--- src/rtl/div_ctrl_pkg.sv ---
`default_nettype none
// +--------------------------------------------------------------------+
// | Module   : div_ctrl_pkg                                            |
// | Brief    : Shared types and constants for the multi-cycle divider  |
// | Revision : 1.0 - initial release                                   |
// +--------------------------------------------------------------------+
package div_ctrl_pkg;

  // Default operand width and the number of shift-subtract steps per divide
  localparam int c_DIV_WIDTH  = 32;
  localparam int c_ITER_COUNT = 32;

  // Width of the step counter; one spare bit above what 32 steps need
  localparam int c_CNT_W = 6;

  // Divider control states
  typedef enum logic [1:0] {
    IDLE    = 2'd0,
    DIVZERO = 2'd1,
    ON      = 2'd2,
    END     = 2'd3
  } div_state_e;

endpackage
`default_nettype wire

--- src/rtl/div_ctrl.sv ---
`default_nettype none
// +--------------------------------------------------------------------+
// | Module   : div_ctrl                                                |
// | Brief    : Restoring radix-2 DIV/DIVU unit, one quotient bit per   |
// |            cycle, with stall and annul handshake to the pipeline   |
// | Revision : 1.0 - initial release                                   |
// +--------------------------------------------------------------------+
module div_ctrl
  import div_ctrl_pkg::*;
#(
  parameter int DIV_WIDTH = c_DIV_WIDTH
) (
  input  logic                     clk,
  input  logic                     rst,
  input  logic [DIV_WIDTH-1:0]     srca,
  input  logic [DIV_WIDTH-1:0]     srcb,
  input  logic                     signed_div,
  input  logic                     start,
  input  logic                     annul,
  output logic [2*DIV_WIDTH-1:0]   result,
  output logic                     ready,
  output logic                     stall_div
);

  // Counter value on the final shift-subtract step
  localparam logic [c_CNT_W-1:0] c_LAST = c_CNT_W'(DIV_WIDTH - 1);

  div_state_e                state_q, state_d;
  logic [c_CNT_W-1:0]        cnt_q, cnt_d;
  // {remainder, quotient} working register; remainder part is one bit wider
  logic [2*DIV_WIDTH:0]      rq_q, rq_d;
  logic [DIV_WIDTH-1:0]      dvs_q, dvs_d;
  logic                      negq_q, negq_d;
  logic                      negr_q, negr_d;
  logic [2*DIV_WIDTH-1:0]    res_q, res_d;

  // Operand magnitudes for the signed case
  logic                      w_neg_a;
  logic                      w_neg_b;
  logic [DIV_WIDTH-1:0]      w_abs_a;
  logic [DIV_WIDTH-1:0]      w_abs_b;

  // One restoring step: shifted partial remainder against the divisor
  logic [DIV_WIDTH+1:0]      w_cand;
  logic                      w_ge;
  logic [DIV_WIDTH:0]        w_diff;
  logic [2*DIV_WIDTH:0]      w_step;
  logic [DIV_WIDTH-1:0]      w_quot;
  logic [DIV_WIDTH-1:0]      w_rem;
  logic [DIV_WIDTH-1:0]      w_quot_fix;
  logic [DIV_WIDTH-1:0]      w_rem_fix;
  // Top remainder bit is always zero after a step since rem < divisor
  logic                      w_unused_top;

  assign w_neg_a = signed_div & srca[DIV_WIDTH-1];
  assign w_neg_b = signed_div & srcb[DIV_WIDTH-1];
  assign w_abs_a = w_neg_a ? -srca : srca;
  assign w_abs_b = w_neg_b ? -srcb : srcb;

  assign w_cand       = rq_q[2*DIV_WIDTH:DIV_WIDTH-1];
  assign w_ge         = (w_cand >= {2'b00, dvs_q});
  assign w_diff       = w_cand[DIV_WIDTH:0] - {1'b0, dvs_q};
  assign w_step       = w_ge ? {w_diff, rq_q[DIV_WIDTH-2:0], 1'b1}
                             : {w_cand[DIV_WIDTH:0], rq_q[DIV_WIDTH-2:0], 1'b0};
  assign w_quot       = w_step[DIV_WIDTH-1:0];
  assign w_rem        = w_step[2*DIV_WIDTH-1:DIV_WIDTH];
  assign w_unused_top = w_step[2*DIV_WIDTH];
  assign w_quot_fix   = negq_q ? -w_quot : w_quot;
  assign w_rem_fix    = negr_q ? -w_rem : w_rem;

  // Ready is suppressed by a same-cycle annul; result is only visible in END
  assign ready     = (state_q == END) & ~annul;
  assign result    = (state_q == END) ? res_q : '0;
  assign stall_div = start & ~ready & ~annul;

  // State and datapath registers, cleared asynchronously
  always_ff @(posedge clk or posedge rst) begin
    if (rst) begin
      state_q <= IDLE;
      cnt_q   <= '0;
      rq_q    <= '0;
      dvs_q   <= '0;
      negq_q  <= 1'b0;
      negr_q  <= 1'b0;
      res_q   <= '0;
    end else begin
      state_q <= state_d;
      cnt_q   <= cnt_d;
      rq_q    <= rq_d;
      dvs_q   <= dvs_d;
      negq_q  <= negq_d;
      negr_q  <= negr_d;
      res_q   <= res_d;
    end
  end

  // Next-state and datapath update; annul overrides every transition
  always_comb begin
    state_d = state_q;
    cnt_d   = cnt_q;
    rq_d    = rq_q;
    dvs_d   = dvs_q;
    negq_d  = negq_q;
    negr_d  = negr_q;
    res_d   = res_q;

    unique case (state_q)
      IDLE: begin
        if (start && !annul) begin
          res_d = '0;
          if (srcb == '0) begin
            state_d = DIVZERO;
          end else begin
            state_d = ON;
            cnt_d   = '0;
            rq_d    = {{(DIV_WIDTH+1){1'b0}}, w_abs_a};
            dvs_d   = w_abs_b;
            negq_d  = w_neg_a ^ w_neg_b;
            negr_d  = w_neg_a;
          end
        end
      end
      DIVZERO: begin
        state_d = END;
        res_d   = '0;
      end
      ON: begin
        rq_d  = w_step;
        cnt_d = cnt_q + 1'b1;
        if (cnt_q == c_LAST) begin
          state_d = END;
          res_d   = {w_rem_fix, w_quot_fix};
        end
      end
      END: begin
        if (!start) begin
          state_d = IDLE;
        end
      end
      default: state_d = IDLE;
    endcase

    if (annul) begin
      state_d = IDLE;
      res_d   = '0;
    end
  end

endmodule
`default_nettype wire

--- config.mk ---
export PLATFORM = sky130hd
export DESIGN_NAME = div_ctrl
export DESIGN_NICKNAME = d
export VERILOG_FILES = /design/src/rtl/div_ctrl_pkg.sv /design/src/rtl/div_ctrl.sv
export SDC_FILE = /design/constraint.sdc
export NUM_CORES = 1
export LEC_CHECK = 0
export CAP_MARGIN = 30
export CORE_ASPECT_RATIO = 1.75
export CORE_MARGIN = 3
export CORE_UTILIZATION = 60
export CTS_BUF_LIST = sky130_fd_sc_hd__clkbuf_8
export CTS_CLUSTER_SIZE = 20
export DETAILED_ROUTE_END_ITERATION = 6
export GPL_ROUTABILITY_DRIVEN = 0
export PLACE_DENSITY = 0.84
export SLEW_MARGIN = 25
export SYNTH_ARGS = -nofsm -noshare
export SYNTH_HDL_FRONTEND = slang
export SYNTH_SLANG_ARGS = --single-unit
--- constraint.sdc ---
create_clock -name clk -period 6.68 [get_ports clk]
set_input_delay 1.336 -clock clk [delete_from_list [all_inputs] [get_ports clk]]
set_output_delay 1.336 -clock clk [all_outputs]
set_load 0.1 [all_outputs]
==> reports/metrics.yaml <==
synth_warnings: 0
async_reset_ff_frac: 1.000
syn-num-nets: 1661
cp_top_family: "simple AND/OR/NAND/NOR gates"
grt_pass1_wl_um: 57440
wl_met1_um: 12980
postCtsResizedCells: 0
ant_nets: 0
grt_pass1_vias: 11510
wl_um: 36320
area_delta_synth_final_pct: 14.36
synthesis.area_um2: 12620
root_buffer: "clkbuf_8"
clock_path_buffers: 2
rsz0062_at_grt: "no"
core-area_um2: 20460
clk_latency_ns: 0.50
place_inst: 1862
synth-seq-cells: 171
worst_setup_path_end_kind: "flop"
drtIter0Drc: 1072
netlist.area_leader.share: 0.3390
cp_slowest_stage_delay_ns: 0.58
num_vias: 12110
period_needed_ns: 5.210
slew_viol_final: 0
hold_buffers: 0
final_cells: 1894
ir_drop_mv: 0.1963
cts_tree: "yes"
grt_max_degree: 75
rows: 69
num_io_pins: 135
cts_buffers: 17
grt_antenna_before_repair: 0
outcome: "complete, no violations"
cp_slowest_cell: "or4_1"
cpMostUsedCell: "nand2b_1"
cap_violations: 0
fin_util: 0.7055
postCtsSetupBuffers: 0
cp_cell_sequence: "inv_1 -> ha_1 -> inv_1 -> fa_1 -> a21o_1 -> a221o_1 -> nand3_2 -> a211oi_4 -> or2_2 -> inv_2 -> ha_1 -> nand2b_1 -> nand2b_1 -> or4_1 -> nand2b_1 -> o21ai_0 -> xor2_1 -> o21ai_0"
antenna_cells: 0
synth_most_common_cell: "nand2_1"
drive_gt1_frac: 0.05772
die_w_um: 115.6
tightestPinTransition_ns: 1.050
port_buffers: 134
vias_per_cell: 6.394
reg2reg_slack_ns: 1.47
min_path_type: "flop to flop"
synth_edf_count: 0
synth_area_leaders: "dfrtp_1 (34%), o21ai_0 (6.8%), nand2_1 (6.2%)"
start_util: 0.6169
p_leak_nw: 5.999
fin_crit_sh: 0.7800
wire_per_inst_um: 19.18
die-area_um2: 22880
hold_viol: 0
worstPathMaxFanout: 9
maxUsedRoutingLayer: "met4"
cp-start-kind: "flop"
required_ns: 7.01
fmax_mhz: 191.9
dr.pass1.iters: 6
die_h_um: 197.9
nNetsFinal: 1744
powerDensity_nw_per_um2: 330.2
syn_area_per_cell_um2: 8.143
synth_commonest_cells: "nand2_1 (210), o21ai_0 (172), dfrtp_1 (171), a21oi_1 (101), nor2_1 (88)"
grt_usage: 0.3186
clkTransAtPathRegs_ns: 0.10
cts_sinks: 171
remaining_drc_errors: 0
yosysSeqAreaShare: 0.3390
cp_num_buf_inv: 3
dr_wl_met3_um: 1919
h-tree-depth: 4
ys_types: 81
hpwl_um: 27830
clock_skew_ns: 0.02340
final.setup.tns_ns: 0
routed-wl-met2_um: 18930
synth_ff_type: "dfrtp_1"
synth_cells: 1550
slew_headroom: 0.2977
overflow: 0
critPathKind: "flop to flop"
cp.arrival_ns: 5.54
setup_viol: 0
yosys.area.top_type: "dfrtp_1"
[worst register-to-register path, delay by kind of cell (launching register included)]
kind / cells / cell delay [ns]
compound gates: 5 / 1.13
xor+xnor: 1 / 0.41
fa+ha+maj: 3 / 0.83
buf+inv: 3 / 0.36
flops: 1 / 0.44
simple gates: 6 / 1.90
[routing by layer]
metal  up-vias  track usage
met3       162      0.04128
li1       5700            -
met1      5693       0.3376
met5         -            0
met4         0       0.2155
met2       556       0.5752
[sequential cells by signal, summed over array words and instances, names as in the netlist]
name     count
rq_q        65
res_q       64
dvs_q       32
cnt_q        6
state_q      2
negq_q       1
negr_q       1
[metrics by stage]
step / total power [mW] / instance area [um^2] / hold slack [ns] / setup slack (ns)
5_1_grt: 5.086 / 14440 / 0.5073 / 1.270
2_1_floorplan: 3.351 / 12620 / 0.4402 / 0.7122
6_report: 4.766 / 14440 / 0.4811 / 1.470
3_5_place_dp: 3.993 / 14050 / 0.4626 / 1.297
3_3_place_gp: 3.907 / 14020 / 0.4528 / 1.391
4_1_cts: 4.726 / 14440 / 0.4865 / 1.529
[final timing paths]
kind | startpoint | endpoint | depth (start not counted)
worst max-delay path | rq_q[31] | res_q[28] | 18
worst min-delay path | res_q[8] | res_q[8] | 2
worst max register to register | rq_q[31] | res_q[28] | 18
worst min register to register | res_q[8] | res_q[8] | 2
max in group asynchronous | rst | rq_q[62] | 3
min in group asynchronous | rst | res_q[4] | 2
[report_power, final]
part           internal (mW)  switching (mW)  total (mW)  leakage, nW
clock                  0.278           0.453       0.731        0.191
combinational          0.853            1.64        2.49         3.55
sequential              1.32           0.223        1.55         2.26
total                   2.45            2.31        4.77         6.00
[cell usage in the layout, fill, tap and decap left out, types with 39 or more instances in the layout]
cell	Yosys	final
xnor2_1	62	62
inv_1	59	58
nor2_1	88	88
nand2_1	210	210
nor3_1	39	39
xor2_1	71	71
dfrtp_1	171	171
ha_1	41	41
and2_1	72	72
clkdlybuf4s50_1	0	134
o31ai_1	42	42
o21ai_0	172	172
a21oi_1	101	101
[logic make-up (layout without fill, tap and decap cells)]
group,count (synthesis),in the layout,synth area share
flops,171,171,0.3390
xor+xnor,133,133,0.09229
compound gates,477,477,0.2398
buf+inv,149,245,0.04946
simple gates,557,557,0.2204
mux,21,21,0.01685
fa+ha+maj,42,42,0.04223
[area by class of cell]
cell class	instances	area, um^2
sequential	171	4279
fill	1670	6026
tap	248	310.3
timing repair buffer	153	1504
clock inverter	15	150.1
multi-input combinational	1230	7727
inverter	60	230.2
clock buffer	17	234.0
Note: power is estimated with default switching activity, not from simulation.
